$ cat src/rtl/count_sched_if.sv
// Bus bundle for the round-robin counter scheduler.
// The requester side (master) drives req/dir/len and watches the grant,
// counter and status outputs; the scheduler (slave) does the reverse.
interface count_sched_if #(
  parameter int N_CH = 4,
  parameter int CW   = 3,
  parameter int LW   = 4
);
  logic [N_CH-1:0]    req;
  logic [N_CH-1:0]    dir;
  logic [N_CH*LW-1:0] len;
  logic [N_CH-1:0]    gnt;
  logic [CW-1:0]      cnt;
  logic               busy;
  logic [N_CH-1:0]    done;
  logic               wrap;

  modport master (
    output req, dir, len,
    input  gnt, cnt, busy, done, wrap
  );

  modport slave (
    input  req, dir, len,
    output gnt, cnt, busy, done, wrap
  );
endinterface

$ cat src/rtl/count_sched.sv
// Round-robin scheduler that time-slices one CW-bit up/down counter among
// N_CH requesters. A granted channel gets the counter loaded with its start
// value (0 when counting up, all-ones when counting down), the counter steps
// once per cycle for the channel's requested length, then a one-cycle done
// pulse is issued and priority rotates past the channel that just ran.
// Every output comes straight from a register.
module count_sched #(
  parameter int N_CH = 4,
  parameter int CW   = 3,
  parameter int LW   = 4
) (
  input  logic         clk,
  input  logic         rst,
  count_sched_if.slave bus
);

  localparam int PW = (N_CH > 1) ? $clog2(N_CH) : 1;

  localparam logic [CW-1:0]   CNT_MAX = '1;
  localparam logic [CW-1:0]   CNT_ONE = CW'(1);
  localparam logic [LW-1:0]   REM_ONE = LW'(1);
  localparam logic [N_CH-1:0] OH_ONE  = N_CH'(1);

  typedef enum logic [1:0] {
    IDLE = 2'd0,
    RUN  = 2'd1,
    DONE = 2'd2
  } state_t;

  state_t state, state_nxt;

  // Registered outputs and their next values
  logic [N_CH-1:0] gnt_r, gnt_nxt;
  logic [N_CH-1:0] done_r, done_nxt;
  logic [CW-1:0]   cnt_r, cnt_nxt;
  logic            busy_r, busy_nxt;
  logic            wrap_r, wrap_nxt;

  // Internal run context: direction, remaining steps, owner, rotation pointer
  logic            dir_r, dir_nxt;
  logic [LW-1:0]   rem_r, rem_nxt;
  logic [PW-1:0]   cur_r, cur_nxt;
  logic [PW-1:0]   ptr_r, ptr_nxt;

  // Arbitration result and per-step helpers
  logic            pick_found;
  logic [PW-1:0]   pick_idx;
  logic [LW-1:0]   pick_len;
  logic            pick_dir;
  logic [CW-1:0]   cnt_step;
  logic            step_wraps;
  logic            owner_req;

  // Channel index base+off, wrapped modulo N_CH (off is always < N_CH)
  function automatic logic [PW-1:0] ring_add(input logic [PW-1:0] base, input int off);
    int sum;
    sum = int'(base) + off;
    if (sum >= N_CH) sum = sum - N_CH;
    return sum[PW-1:0];
  endfunction

  // Round-robin scan starting at ptr: the first active request wins
  always_comb begin
    pick_found = 1'b0;
    pick_idx   = ptr_r;
    for (int i = 0; i < N_CH; i++) begin
      if (!pick_found && bus.req[ring_add(ptr_r, i)]) begin
        pick_found = 1'b1;
        pick_idx   = ring_add(ptr_r, i);
      end
    end
  end

  assign pick_len = bus.len[int'(pick_idx)*LW +: LW];
  assign pick_dir = bus.dir[pick_idx];

  // The counter step for the latched direction, and whether it crosses the end
  assign cnt_step   = dir_r ? (cnt_r + CNT_ONE) : (cnt_r - CNT_ONE);
  assign step_wraps = dir_r ? (cnt_r == CNT_MAX) : (cnt_r == '0);

  // The owning channel must keep its request up, otherwise the run is aborted
  assign owner_req  = bus.req[cur_r];

  // Next-state and next-output logic; everything defaults to holding,
  // while done and wrap default low so they only ever pulse for one cycle
  always_comb begin
    state_nxt = state;
    gnt_nxt   = gnt_r;
    cnt_nxt   = cnt_r;
    busy_nxt  = busy_r;
    done_nxt  = '0;
    wrap_nxt  = 1'b0;
    dir_nxt   = dir_r;
    rem_nxt   = rem_r;
    cur_nxt   = cur_r;
    ptr_nxt   = ptr_r;

    unique case (state)
      IDLE: begin
        if (pick_found) begin
          state_nxt = RUN;
          gnt_nxt   = OH_ONE << pick_idx;
          busy_nxt  = 1'b1;
          cur_nxt   = pick_idx;
          dir_nxt   = pick_dir;
          rem_nxt   = (pick_len == '0) ? REM_ONE : pick_len;
          cnt_nxt   = pick_dir ? '0 : CNT_MAX;
        end
      end

      RUN: begin
        if (!owner_req) begin
          state_nxt = IDLE;
          gnt_nxt   = '0;
          busy_nxt  = 1'b0;
          ptr_nxt   = ring_add(cur_r, 1);
        end else begin
          cnt_nxt  = cnt_step;
          wrap_nxt = step_wraps;
          rem_nxt  = rem_r - REM_ONE;
          if (rem_r == REM_ONE) begin
            state_nxt = DONE;
            done_nxt  = gnt_r;
          end
        end
      end

      DONE: begin
        state_nxt = IDLE;
        gnt_nxt   = '0;
        busy_nxt  = 1'b0;
        ptr_nxt   = ring_add(cur_r, 1);
      end

      default: begin
        state_nxt = IDLE;
        gnt_nxt   = '0;
        busy_nxt  = 1'b0;
      end
    endcase
  end

  // State and output registers; reset wipes any run in progress silently
  always_ff @(posedge clk) begin
    if (rst) begin
      state  <= IDLE;
      gnt_r  <= '0;
      cnt_r  <= '0;
      busy_r <= 1'b0;
      done_r <= '0;
      wrap_r <= 1'b0;
      dir_r  <= 1'b0;
      rem_r  <= '0;
      cur_r  <= '0;
      ptr_r  <= '0;
    end else begin
      state  <= state_nxt;
      gnt_r  <= gnt_nxt;
      cnt_r  <= cnt_nxt;
      busy_r <= busy_nxt;
      done_r <= done_nxt;
      wrap_r <= wrap_nxt;
      dir_r  <= dir_nxt;
      rem_r  <= rem_nxt;
      cur_r  <= cur_nxt;
      ptr_r  <= ptr_nxt;
    end
  end

  assign bus.gnt  = gnt_r;
  assign bus.cnt  = cnt_r;
  assign bus.busy = busy_r;
  assign bus.done = done_r;
  assign bus.wrap = wrap_r;

endmodule
$ cat src/flat_wrapper.sv
// flat-port wrapper written by rule: the top's interface ports become plain ports
module count_sched_flat 
#(
  parameter int N_CH = 4,
  parameter int CW   = 3,
  parameter int LW   = 4
)
  (clk, rst, bus_req, bus_dir, bus_len, bus_gnt, bus_cnt, bus_busy, bus_done, bus_wrap);
  count_sched_if #(.N_CH(N_CH), .CW(CW), .LW(LW)) bus_i ();
  input  logic clk;
  input  logic rst;
  input wire logic [$bits(bus_i.req)-1:0] bus_req;
  input wire logic [$bits(bus_i.dir)-1:0] bus_dir;
  input wire logic [$bits(bus_i.len)-1:0] bus_len;
  output wire logic [$bits(bus_i.gnt)-1:0] bus_gnt;
  output wire logic [$bits(bus_i.cnt)-1:0] bus_cnt;
  output wire logic [$bits(bus_i.busy)-1:0] bus_busy;
  output wire logic [$bits(bus_i.done)-1:0] bus_done;
  output wire logic [$bits(bus_i.wrap)-1:0] bus_wrap;
  assign bus_i.req = bus_req;
  assign bus_i.dir = bus_dir;
  assign bus_i.len = bus_len;
  assign bus_gnt = bus_i.gnt;
  assign bus_cnt = bus_i.cnt;
  assign bus_busy = bus_i.busy;
  assign bus_done = bus_i.done;
  assign bus_wrap = bus_i.wrap;
  count_sched #(.N_CH(N_CH), .CW(CW), .LW(LW)) u_core (.clk(clk), .rst(rst), .bus(bus_i));
endmodule
$ cat config.mk
export PLATFORM = sky130hd
export DESIGN_NAME = count_sched_flat
export DESIGN_NICKNAME = d
export VERILOG_FILES = /design/src/rtl/count_sched_if.sv /design/src/rtl/count_sched.sv /design/src/flat_wrapper.sv
export SDC_FILE = /design/constraint.sdc
export NUM_CORES = 1
export LEC_CHECK = 0
export CAP_MARGIN = 5
export CORE_MARGIN = 1
export CORE_UTILIZATION = 45
export CTS_BUF_LIST = sky130_fd_sc_hd__clkbuf_4 sky130_fd_sc_hd__clkbuf_8
export CTS_CLUSTER_DIAMETER = 50
export CTS_CLUSTER_SIZE = 8
export DETAILED_ROUTE_END_ITERATION = 12
export PLACE_DENSITY = 0.76
export SYNTH_ARGS = -nofsm -noshare
export SYNTH_HDL_FRONTEND = slang
export SYNTH_SLANG_ARGS = --single-unit
export TNS_END_PERCENT = 20
$ cat constraint.sdc
create_clock -name clk -period 2.4 [get_ports clk]
set_clock_uncertainty 0.1 [all_clocks]
set_input_delay 0.48 -clock clk [delete_from_list [all_inputs] [get_ports clk]]
set_output_delay 0.48 -clock clk [all_outputs]
set_load 0.01 [all_outputs]
* After elaboration in Yosys (flattened, before gate mapping)
Index checks and enable logic that the tools add are counted.
** Operators by class
- Reductions and logical operators :: 18
- Bitwise operators :: 3
- $add $sub $neg :: 12
- Mux-type cells :: 47
- Order comparisons :: 11
- Equal/unequal tests :: 8
- Shifts and indexed selects :: 2
** Operators by type and width (number)
- 2-bit 2-to-1 mux :: 13
- 4-bit 2-to-1 mux :: 5
- 2-bit by 3-bit < comparator with 1-bit output, second input constant :: 6
- 4-bit one-hot mux with 2 select lines :: 2
- 16-bit by 5-bit variable part select with 4-bit output :: 1
- 1-bit 2-to-1 mux :: 13
- 1-bit binary-select mux with 2-bit select :: 6
- 3-bit greater-or-equal comparator, second input constant :: 4
- 3-bit 2-to-1 mux :: 4
- 2-bit by 1-bit subtractor with 2-bit output, second input constant :: 5
- 2-bit one-hot mux with 2 select lines :: 2
- 2-bit AND reduction :: 4
- 2-bit by 1-bit adder with 3-bit output, second input constant :: 2
- 2-bit by 2-bit adder with 3-bit output, second input constant :: 2
- 3-bit one-hot mux with 2 select lines :: 1
- 4-bit by 1-bit equality test with 1-bit output, second input constant :: 1
- 4-bit logical NOT :: 1
- 2-bit by 1-bit != test with 1-bit output, second input constant :: 2
- 2-bit nonzero test :: 2
- 4-bit OR reduction :: 1
- 1-bit by 2-bit left shift with 4-bit output, first input constant :: 1
- 4-bit by 1-bit subtractor with 4-bit output, second input constant :: 1
- 3-bit by 1-bit adder with 3-bit output, second input constant :: 1
- 3-bit equality test, second input constant :: 1
- other kinds (14) :: 20
** Word-level totals
- Word-level logic and storage cells :: 111
- Input bits :: 26
- Register bits :: 24

* Longest topological paths before layout
Gate-level depths: netlist of the first run.
- Word-level depth :: 19
- Gate-level depth with buffers :: 8

* Worst setup path after synthesis of the first run
Ideal clock, no wire load.
- Kind :: input port to flip-flop
- From :: input port bus_req[3]
- To :: register u_core.cnt_r[2] (netlist: u_core.bus.cnt[2])
- Path buffers :: 1
- Required time :: 2181 ps
- Setup slack :: 269 ps
- Stages :: 8
- Data arrival time :: 1912 ps
- Path through :: or3_1 o2111ai_2 nand2_4 buf_6 mux2i_1 mux2_2 or2_1 nor3b_1
** Between the ends
- Cells in the longest elaborated chain, start to end :: 17
** Ends and longest elaborated chain
- start, declared :: RTL line flat_wrapper.sv:12 : input wire logic [$bits(bus_i.req)-1:0] bus_req;
- 1-bit binary-select mux with 2-bit select :: RTL line count_sched.sv:67 : if (!pick_found && bus.req[ring_add(ptr_r, i)]) begin
- 1-bit 2-to-1 mux (not written as such) :: RTL line count_sched.sv:67
- 1-bit 2-to-1 mux :: RTL line count_sched.sv:67
- 1-bit logical NOT :: RTL line count_sched.sv:67
- 1-bit logical AND :: RTL line count_sched.sv:67
- 1-bit 2-to-1 mux :: RTL line count_sched.sv:67
- 1-bit logical NOT :: RTL line count_sched.sv:67
- 1-bit logical AND :: RTL line count_sched.sv:67
- 1-bit 2-to-1 mux :: RTL line count_sched.sv:67
- 1-bit logical NOT :: RTL line count_sched.sv:67
- 1-bit logical AND :: RTL line count_sched.sv:67
- 2-bit 2-to-1 mux :: RTL line count_sched.sv:67
- 1-bit binary-select mux with 2-bit select :: RTL line count_sched.sv:75 : assign pick_dir = bus.dir[pick_idx];
- 1-bit 2-to-1 mux (not written as such) :: RTL line count_sched.sv:75
- 3-bit 2-to-1 mux :: RTL line count_sched.sv:107 : cnt_nxt = pick_dir ? '0 : CNT_MAX;
- 3-bit 2-to-1 mux :: RTL line count_sched.sv:100 : if (pick_found) begin
- 3-bit one-hot mux with 2 select lines :: RTL line count_sched.sv:98 : unique case (state)
- end signal, assigned :: RTL line count_sched.sv:159 : cnt_r <= cnt_nxt;
- end, declared :: RTL line count_sched.sv:35 : logic [CW-1:0] cnt_r, cnt_nxt;
Several ways; a longest one is shown, not always the timed one. The select of a mux whose other input is x is not followed.
A chain may end at the register's enable or synchronous reset.

* Worst setup path in the final report of the first run
- From :: input port bus_req[0]
- To :: register u_core.rem_r[0]
** Between the ends
- Cells in the longest elaborated chain, start to end :: 17
** Ends and longest elaborated chain
- 1-bit binary-select mux with 2-bit select :: RTL line count_sched.sv:67
- 1-bit 2-to-1 mux (not written as such) :: RTL line count_sched.sv:67
- 1-bit 2-to-1 mux :: RTL line count_sched.sv:67
- 1-bit logical NOT :: RTL line count_sched.sv:67
- 1-bit logical AND :: RTL line count_sched.sv:67
- 1-bit 2-to-1 mux :: RTL line count_sched.sv:67
- 1-bit logical NOT :: RTL line count_sched.sv:67
- 1-bit logical AND :: RTL line count_sched.sv:67
- 1-bit 2-to-1 mux :: RTL line count_sched.sv:67
- 1-bit logical NOT :: RTL line count_sched.sv:67
- 1-bit logical AND :: RTL line count_sched.sv:67
- 2-bit 2-to-1 mux :: RTL line count_sched.sv:67
- 16-bit by 5-bit variable part select with 4-bit output :: RTL line count_sched.sv:74 : assign pick_len = bus.len[int'(pick_idx)*LW +: LW];
- 4-bit logical NOT :: RTL line count_sched.sv:106 : rem_nxt = (pick_len == '0) ? REM_ONE : pick_len;
- 4-bit 2-to-1 mux :: RTL line count_sched.sv:106
- 4-bit 2-to-1 mux :: RTL line count_sched.sv:100
- 4-bit one-hot mux with 2 select lines :: RTL line count_sched.sv:98
- end signal, assigned :: RTL line count_sched.sv:164 : rem_r <= rem_nxt;
- end, declared :: RTL line count_sched.sv:41 : logic [LW-1:0] rem_r, rem_nxt;
Several ways; a longest one is shown, not always the timed one. The select of a mux whose other input is x is not followed.

==> run_results.csv, run 1 <==
group,metric,value,unit
outcome,run_status,"complete, no violations",
routing,wirelength_met1,1.54,mm
routing,routed_wirelength,3.41,mm
cts,cts.sink_count,24,
routing,drc_errors,0,
cells_and_area,final_common_cell,"clkdlybuf4s50_1",
place,place_area,0.00190,sq mm
routing,detailed_router_s_first_iteration_violation_count,30,
cts,cts_root_buffer_type,"clkbuf_4",
cells_and_area,area_growth,45.0,%
synth,synth_area,0.00134,sq mm
routing,routed.top_layer,"met4",
routing,detail-route-antenna-nets,0,
global_route,grt_antenna_before_repair,0,
min_path,holdCritPathClass,"reg2reg",
die,design.portCount,39,
synth,syn_nets,176,
global_route,grt_overflow,0,
die,initial_core_util,48.0,%
power_and_ir_drop,p_per_area,593,mW/mm^2
routing,route.met2.wl,1.74,mm
synth,synth_top_cell_area_share,36.0,%
die,die_w,56.5,um
cells_and_area,post-route-cell-area,0.00194,sq mm
routing,via_count,1298,
sta,count_of_pins_over_their_slew_limit,0,
synth,mean_area_per_synthesized_cell,9.09,sq um
routing,route.met3.wl,75,um
cells_and_area,drive_gt1_share,20.2,%
cts,cts.htree.levels,1,
die,die-area,0.00319,sq mm
cells_and_area,mostFrequentLayoutCells,"clkdlybuf4s50_1 (37), buf_4 (24), dfxtp_1 (24)",
cells_and_area,insertedDiodeCount,0,
global_route,grtUsageTotal,23.0,%
place,placed_cells_incl_taps,234,
sta,max-slew-margin-rel,79.4,%
worst_setup_path,startpoint_type,"input port",
place,io_buffers,38,
synth,synth-seq-cells,24,
cts,tritoncts,"built",
cts,clock_slew_seen_by_the_registers_of_the_worst_setup_and_hold_paths,0.13,ns
power_and_ir_drop,vdd_ir_drop_max,0.000388,V
synth,yosysTopAreaCell,"dfxtp_1",
synth,synth.distinct_cells,45,
sta,max_clock_freq,433,MHz
sta,worst-slew-pin-transition,0.309,ns
synth,synthTopCellsByArea,"dfxtp_1 (36%), mux2i_1 (6.7%), nor2_1 (4.2%)",
place,place_hpwl,2.73,mm
sta,fin_setup_tns,0,ns
sta,period_share,96.3,%
cells_and_area,finalNetCount,239,
sta,finalSetupViolCount,0,
worst_setup_path,timing.setup.critical_path_class,"in2reg",
synth,synth-seq-area-share,36.0,%
cts,clk-insertion-delay-late,0.31,ns
routing,detail_route.first_pass.iterations,4,
synth,ys.warnings.count,0,
global_route,wire_length_of_the_first_global_routing_pass,5.77,mm
routing,routed_wirelength_normalized_by_instance_count,14.3,um
worst_setup_path,path_max_fanout,7,
die,number_of_core_rows,19,
power_and_ir_drop,p_leak,0.000781,uW
global_route,largest_net_degree_at_the_start_of_global_routing,15,
cts,postCtsHoldBufs,0,
worst_setup_path,end_kind,"flip-flop",
sta,timing_hold_violations_final,0,
sta,final_period_minus_worst_setup_slack,2.31,ns
cts,clockBufferDepth,2,
flow_run,timing.max_cap.violations,0,
worst_setup_path,worst_ep_arrival_time,2.45,ns
routing,vias_per_cell,5.43,
cells_and_area,final_core_utilization,69.7,%
cts,cts_buffers,3,
die,core-area,0.00278,sq mm
cells_and_area,final-instance-count-excl-fill,239,
global_route,first_global_vias,1299,
die,die_outline_height,56.5,um
place,globalplace.congestion,0.792,
worst_setup_path,crit_required,2.54,ns
sta,rsz0062_at_grt,"false",
synth,post_synth_inst_count,147,
==> final timing paths <==
kind / from / end / slack [ns] / depth (start not counted)
setup / recovery: bus_req[0] / u_core.rem_r[0] / 0.09 / 9
hold reg to reg: u_core.bus.busy / u_core.bus.busy / 0.39 / 1
hold / removal: u_core.bus.busy / u_core.bus.busy / 0.39 / 1
setup reg to reg: u_core.ptr_r[1] / u_core.rem_r[0] / 0.35 / 8
==> worst max-delay path, cell delays in order <==
cell             delay, ns
clkdlybuf4s50_1       0.59
or2b_1                0.27
o2111ai_2             0.11
nand2_4               0.12
buf_12                0.16
mux2i_1               0.15
mux2_2                0.20
nand4_1               0.12
a221oi_2              0.24
==> cells in the mapped netlist (all sizes together) <==
cell / number
xnor2: 2
o21a: 2
dfxtp: 24
o2bb2ai: 1
or3: 2
ha: 2
a211oi: 3
or2: 1
mux2: 4
a22o: 1
fa: 1
a21o: 1
nand2: 15
a22oi: 2
clkbuf: 1
o2111ai: 1
nand4: 2
nand3: 2
o21ai: 7
a21oi: 12
nor2b: 2
nand2b: 2
and2: 5
nor2: 15
mux2i: 9
a221oi: 3
nor3: 4
nor3b: 1
o22ai: 1
inv: 7
a32o: 2
mux4: 2
buf: 4
o22a: 1
or2b: 1
or4: 2
==> flip-flops by register name (all words and copies together), names as in the netlist <==
register	flops
u_core.cur_r	2
u_core.bus.cnt	3
u_core.bus.gnt	4
u_core.state	2
u_core.bus.wrap	1
u_core.ptr_r	2
u_core.dir_r	1
u_core.bus.busy	1
u_core.rem_r	4
u_core.bus.done	4
==> cell families (layout without fill, tap and decap cells) <==
family                     Yosys count  after routing  share of synthesized area [%]
and+or+nand+nor                     54             54                           20.5
AOI/OAI and AO/OA                   37             37                           19.9
DFF                                 24             24                           36.0
muxes                               15             15                           13.8
buffers and inverters               12             73                           5.15
adders and majority gates            3              3                           3.37
xor gates and xnor gates             2              2                           1.31
==> routing by layer <==
layer,global-route usage [%],vias to the layer above
met5,0,-
met4,8.01,0
met3,3.23,6
met2,40.7,22
met1,28.3,614
li1,-,656
==> repair_timing <==
item / in CTS / in global routing
setup endpoints to repair: 0 / 2
setup buffers: 0 / 2
gates resized for setup: 0 / 1
==> through the flow <==
step / power, uW / setup slack [ns] / hold WS [ns]
floorplan: 772 / 0.269 / 0.359
global placement: 950 / -0.203 / 0.342
detailed placement: 971 / -0.275 / 0.352
CTS: 1150 / 0.0578 / 0.383
global route: 1220 / 0.00867 / 0.409
finish: 1150 / 0.0897 / 0.386
==> report_power, final <==
part	total [uW]	leakage [uW]	internal [uW]	switching, uW
registers	495	0.000197	443	51.5
logic	478	0.000570	270	208
clock network	177	0.0000138	58.6	119
==> final cells by class <==
class	instances	area [sq um]
clock buffers	3	22.5
inverters	7	26.3
flip-flops and latches	24	480
well taps	31	38.8
repair buffers	63	583
multi-input cells	111	787
fillers	235	843
(Power assumes the default switching activity.)
==> run 2, diff against run 1 <==
- GPL_ROUTABILITY_DRIVEN: not set -> 0
- clock period: 2.4 -> 2.25 ns (I/O delays scaled with it)
==> run_results.csv, run 2 (same netlist as run 1, synthesis figures left out) <==
group,metric,value,unit
outcome,run_status,"complete, no violations",
die,die_w,56.5,um
routing,via_count,1311,
min_path,holdCritPathClass,"reg2reg",
place,place_hpwl,2.67,mm
power_and_ir_drop,p_per_area,647,mW/mm^2
routing,routed_wirelength,3.41,mm
place,place_area,0.00190,sq mm
global_route,grtUsageTotal,22.5,%
power_and_ir_drop,finalPower,1270,uW
routing,vias_per_cell,5.46,
die,initial_core_util,48.0,%
global_route,wire_length_of_the_first_global_routing_pass,5.64,mm
power_and_ir_drop,seq_power_share,41.4,%
sta,period_share,92.1,%
worst_setup_path,slowest_delay,0.37,ns
routing,detail-route-antenna-nets,0,
cts,clockBufferDepth,2,
global_route,largest_net_degree_at_the_start_of_global_routing,15,
cts,tritoncts,"built",
cells_and_area,drive_gt1_share,22.5,%
worst_setup_path,crit_required,2.40,ns
die,core-area,0.00278,sq mm
cells_and_area,filler_cell_count,211,
flow_run,timing.max_cap.violations,0,
die,die-area,0.00319,sq mm
cells_and_area,finalNetCount,239,
power_and_ir_drop,p_leak,0.000802,uW
cts,cts_buffers,3,
power_and_ir_drop,p_int,863,uW
routing,drc_errors,0,
cells_and_area,insertedDiodeCount,0,
cts,clock_slew_seen_by_the_registers_of_the_worst_setup_and_hold_paths,0.14,ns
worst_setup_path,path_max_fanout,6,
routing,detail_route.first_pass.iterations,4,
cts,clk-insertion-delay-late,0.31,ns
die,number_of_core_rows,19,
sta,timing_hold_violations_final,0,
die,die_outline_height,56.5,um
worst_setup_path,worst_ep_arrival_time,2.22,ns
worst_setup_path,end_kind,"flip-flop",
cts,cts.sink_count,24,
routing,routed_wirelength_normalized_by_instance_count,14.2,um
die,design.portCount,39,
power_and_ir_drop,netSwitchingFraction,32.3,%
sta,fin_setup_tns,0,ns
sta,final_period_minus_worst_setup_slack,2.07,ns
worst_setup_path,startpoint_type,"input port",
cts,cts_root_buffer_type,"clkbuf_4",
routing,detailed_router_s_first_iteration_violation_count,42,
cells_and_area,final_core_utilization,70.8,%
cts,cts.htree.levels,1,
sta,rsz0062_at_grt,"false",
power_and_ir_drop,pwr-share-comb,40.6,%
sta,max-slew-margin-rel,79.8,%
place,io_buffers,38,
global_route,first_global_vias,1300,
sta,worst-slew-pin-transition,0.303,ns
sta,fin_hold_ws,0.388,ns
global_route,grt_overflow,0,
worst_setup_path,cp_cell_sequence,"dlygate4sd2_1 -> or3_1 -> o2111ai_2 -> nand2_4 -> buf_12 -> mux2i_1 -> mux2_2 -> nand4_1 -> a221oi_2",
cells_and_area,post-route-cell-area,0.00197,sq mm
power_and_ir_drop,clkPwrFrac,18.0,%
cells_and_area,reg_area,480,sq um
cells_and_area,final_common_cell,"clkdlybuf4s50_1",
cts,postCtsHoldBufs,0,
power_and_ir_drop,netSwitchingPower,411,uW
worst_setup_path,timing.setup.critical_path_class,"in2reg",
global_route,grt_antenna_before_repair,0,
cells_and_area,mostFrequentLayoutCells,"clkdlybuf4s50_1 (34), buf_4 (24), dfxtp_1 (24)",
power_and_ir_drop,vdd_ir_drop_max,0.000553,V
sta,count_of_pins_over_their_slew_limit,0,
worst_setup_path,crit_path_top_delay_cell,"or3_1",
sta,max_clock_freq,482,MHz
cells_and_area,multi_input_comb_area,805,sq um
sta,finalSetupViolCount,0,
cells_and_area,area_growth,47.4,%
## run 2: critical path, delay by kind of cell
kind	cells	cell delay, ns
multiplexers	2	0.35
AND/OR/NAND/NOR	3	0.61
buffers and inverters	2	0.44
AO/OA/AOI/OAI	2	0.36
## run 2: cell type report
cell class,instances,share of cell area [%]
tap,31,1.97
multi-input combinational,111,40.9
inverter,7,1.33
sequential,24,24.4
timing repair buffer,63,29.6
clock buffer,4,1.84
## run 2: power groups by stage
| stage | logic (uW) | clock network, uW | registers (uW) |
|---|---|---|---|
| 6_report | 517 | 229 | 528 |
| 5_1_grt | 565 | 253 | 537 |
| 4_1_cts | 510 | 235 | 526 |
| 3_5_place_dp | 499 | 0 | 535 |
| 3_3_place_gp | 484 | 0 | 530 |
| 2_1_floorplan | 291 | 0 | 532 |
## run 2: worst paths after layout
check,startpoint,to,slack (ns),cells past startpoint
min,u_core.bus.busy,u_core.bus.busy,0.39,1
max,bus_req[3],u_core.rem_r[0],0.18,9
max reg2reg,u_core.ptr_r[1],u_core.rem_r[0],0.21,8
min reg2reg,u_core.bus.busy,u_core.bus.busy,0.39,1
## run 2: per-layer routing
layer	vias to the layer above	part of all wire [%]	track usage [%]
met3	6	3.1	2.30
met1	625	44	27.6
met4	0	1.5	8.36
li1	653	-	-
met2	27	51	40.2
met5	-	0	0
## run 2: stage by stage
step	worst slack, ns	instances
finish	0.177	240
global route	0.0701	240
CTS	0.0193	240
detailed placement	-0.388	234
global placement	-0.324	234
floorplan	0.149	147
## run 2: timing repair
action                     in CTS  in global routing
pin swaps                       0                  1
setup buffers                   2                  0
setup endpoints to repair       3                  6
gates resized for setup         2                  6
==> run 3, diff against run 2 <==
- REMOVE_ABC_BUFFERS: not set -> 1
- clock period: 2.25 -> 2.5 ns (I/O delays scaled with it)
==> run_results.csv, run 3 (same netlist as run 1, synthesis figures left out) <==
group,metric,value,unit
worst_setup_path,path_max_fanout,7,
worst_setup_path,worstRegToRegCells,8,
min_path,holdCritPathClass,"reg2reg",
routing,vias_per_cell,5.53,
sta,max_clock_freq,419,MHz
sta,final_period_minus_worst_setup_slack,2.39,ns
cts,cts_root_buffer_type,"clkbuf_4",
worst_setup_path,regToRegSetupSlack,0.38,ns
cells_and_area,mostFrequentLayoutCells,"clkdlybuf4s50_1 (36), buf_4 (26), dfxtp_1 (24)",
routing,via_count,1327,
global_route,grt_antenna_before_repair,0,
routing,routed_wirelength,3.45,mm
worst_setup_path,critPathLaunch,"bus_req[2]",
worst_setup_path,crit_required,2.65,ns
worst_setup_path,startpoint_type,"input port",
die,design.portCount,39,
power_and_ir_drop,netSwitchingFraction,33.2,%
outcome,run_status,"complete, no violations",
worst_setup_path,crit_path_top_delay_cell,"clkdlybuf4s50_1",
power_and_ir_drop,netSwitchingPower,368,uW
cts,clock_slew_seen_by_the_registers_of_the_worst_setup_and_hold_paths,0.13,ns
routing,detail_route.first_pass.iterations,4,
die,die_outline_height,56.5,um
global_route,grt_overflow,0,
global_route,first_global_vias,1401,
sta,rsz0062_at_grt,"false",
die,number_of_core_rows,19,
worst_setup_path,slowest_delay,0.47,ns
sta,finalSetupViolCount,0,
worst_setup_path,worstSetupEndpoint,"u_core.rem_r[3]",
global_route,wire_length_of_the_first_global_routing_pass,5.76,mm
cells_and_area,filler_cell_count,235,
die,die-area,0.00319,sq mm
routing,drc_errors,0,
cells_and_area,final_common_cell,"clkdlybuf4s50_1",
routing,detail-route-antenna-nets,0,
worst_setup_path,worst_ep_arrival_time,2.54,ns
cells_and_area,finalNetCount,240,
sta,count_of_pins_over_their_slew_limit,0,
power_and_ir_drop,clkPwrFrac,15.2,%
die,core-area,0.00278,sq mm
power_and_ir_drop,p_per_area,573,mW/mm^2
power_and_ir_drop,pwr-share-comb,42.3,%
global_route,grtUsageTotal,23.1,%
power_and_ir_drop,vdd_ir_drop_max,0.000436,V
worst_setup_path,critical_path.reg2reg.endpoint,"u_core.rem_r[3]",
global_route,largest_net_degree_at_the_start_of_global_routing,13,
sta,worst-slew-pin-transition,0.488,ns
routing,routed_wirelength_normalized_by_instance_count,14.4,um
routing,detailed_router_s_first_iteration_violation_count,28,
die,initial_core_util,48.0,%
cells_and_area,final_core_utilization,69.6,%
sta,timing_hold_violations_final,0,
worst_setup_path,reg2reg_from,"u_core.ptr_r[1]",
die,die_w,56.5,um
cts,clk-insertion-delay-late,0.31,ns
sta,fin_setup_tns,0,ns
worst_setup_path,end_kind,"flip-flop",
cells_and_area,insertedDiodeCount,0,
power_and_ir_drop,seq_power_share,42.5,%
place,io_buffers,38,
sta,period_share,95.5,%
cts,clockBufferDepth,2,
cts,postCtsHoldBufs,0,
cts,tritoncts,"built",
power_and_ir_drop,p_leak,0.000791,uW
power_and_ir_drop,p_int,741,uW
cts,cts_buffers,3,
cts,cts.sink_count,24,
worst_setup_path,cp_cell_sequence,"clkdlybuf4s50_1 -> or3_1 -> o2111ai_2 -> nand2_4 -> buf_4 -> mux2i_1 -> mux2_2 -> o22a_1 -> a21oi_1",
place,place_hpwl,2.72,mm
worst_setup_path,timing.setup.critical_path_class,"in2reg",
flow_run,timing.max_cap.violations,0,
cells_and_area,drive_gt1_share,20.6,%
sta,max-slew-margin-rel,67.4,%
cells_and_area,area_growth,44.9,%
cts,cts.htree.levels,1,
## run 3: repair_timing
action / CTS / global route
setup endpoints to repair: 0 / 1
setup buffers: 0 / 3
gates resized for setup: 0 / 2
## run 3: worst min-delay path by stage
| stage | slack, ns | depth (start not counted) | from | to |
|---|---|---|---|---|
| finish | 0.38 | 2 | u_core.bus.gnt[1] | u_core.bus.gnt[1] |
| global route | 0.40 | 2 | u_core.bus.gnt[1] | u_core.bus.gnt[1] |
| CTS | 0.38 | 2 | u_core.bus.gnt[1] | u_core.bus.gnt[1] |
| detailed placement | 0.36 | 2 | u_core.bus.gnt[1] | u_core.bus.gnt[1] |
| global placement | 0.34 | 1 | u_core.bus.busy | u_core.bus.busy |
| floorplan | 0.35 | 2 | u_core.rem_r[3] | u_core.rem_r[3] |
## run 3: power groups by stage
stage	Sequential [uW]	Clock (uW)	Combinational, uW
2_1_floorplan	479	0	245
3_3_place_gp	476	0	433
3_5_place_dp	480	0	454
4_1_cts	471	171	457
5_1_grt	479	191	510
6_report	472	168	469
## run 3: per-layer routing
| metal | vias up | share of wire, % | wire length [um] | global-route usage (%) |
|---|---|---|---|---|
| li1 | 661 | - | - | - |
| met1 | 606 | 42 | 1450 | 25.4 |
| met2 | 52 | 51 | 1770 | 42.7 |
| met3 | 8 | 4.9 | 168 | 3.92 |
| met4 | 0 | 1.9 | 65 | 10.8 |
| met5 | - | 0 | 0 | 0 |
## run 3: per-stage QoR
stage | setup WS, ns | hold WS (ns) | power [uW] | instance area [sq um] | std cells
2_1_floorplan | 0.274 | 0.353 | 723 | 1290 | 142
3_3_place_gp | -0.113 | 0.341 | 910 | 1890 | 234
3_5_place_dp | -0.224 | 0.360 | 934 | 1890 | 234
4_1_cts | 0.0850 | 0.384 | 1100 | 1910 | 237
5_1_grt | 0.00260 | 0.405 | 1180 | 1940 | 240
6_report | 0.113 | 0.380 | 1110 | 1940 | 240
## run 3: worst max-delay path, delay by kind of cell
family | cells | cell delay [ns]
AO/OA/AOI/OAI | 3 | 0.51
buffers and inverters | 2 | 0.64
multiplexers | 2 | 0.39
AND/OR/NAND/NOR | 2 | 0.48
## run 3: final cells by class
class	count	area [sq um]	share of cell area, %
Tap cell	31	38.8	2.00
Timing Repair Buffer	64	581	30.0
Multi-Input combinational cell	111	787	40.7
Sequential cell	24	480	24.8
Inverter	7	26.3	1.36
Clock buffer	3	22.5	1.16
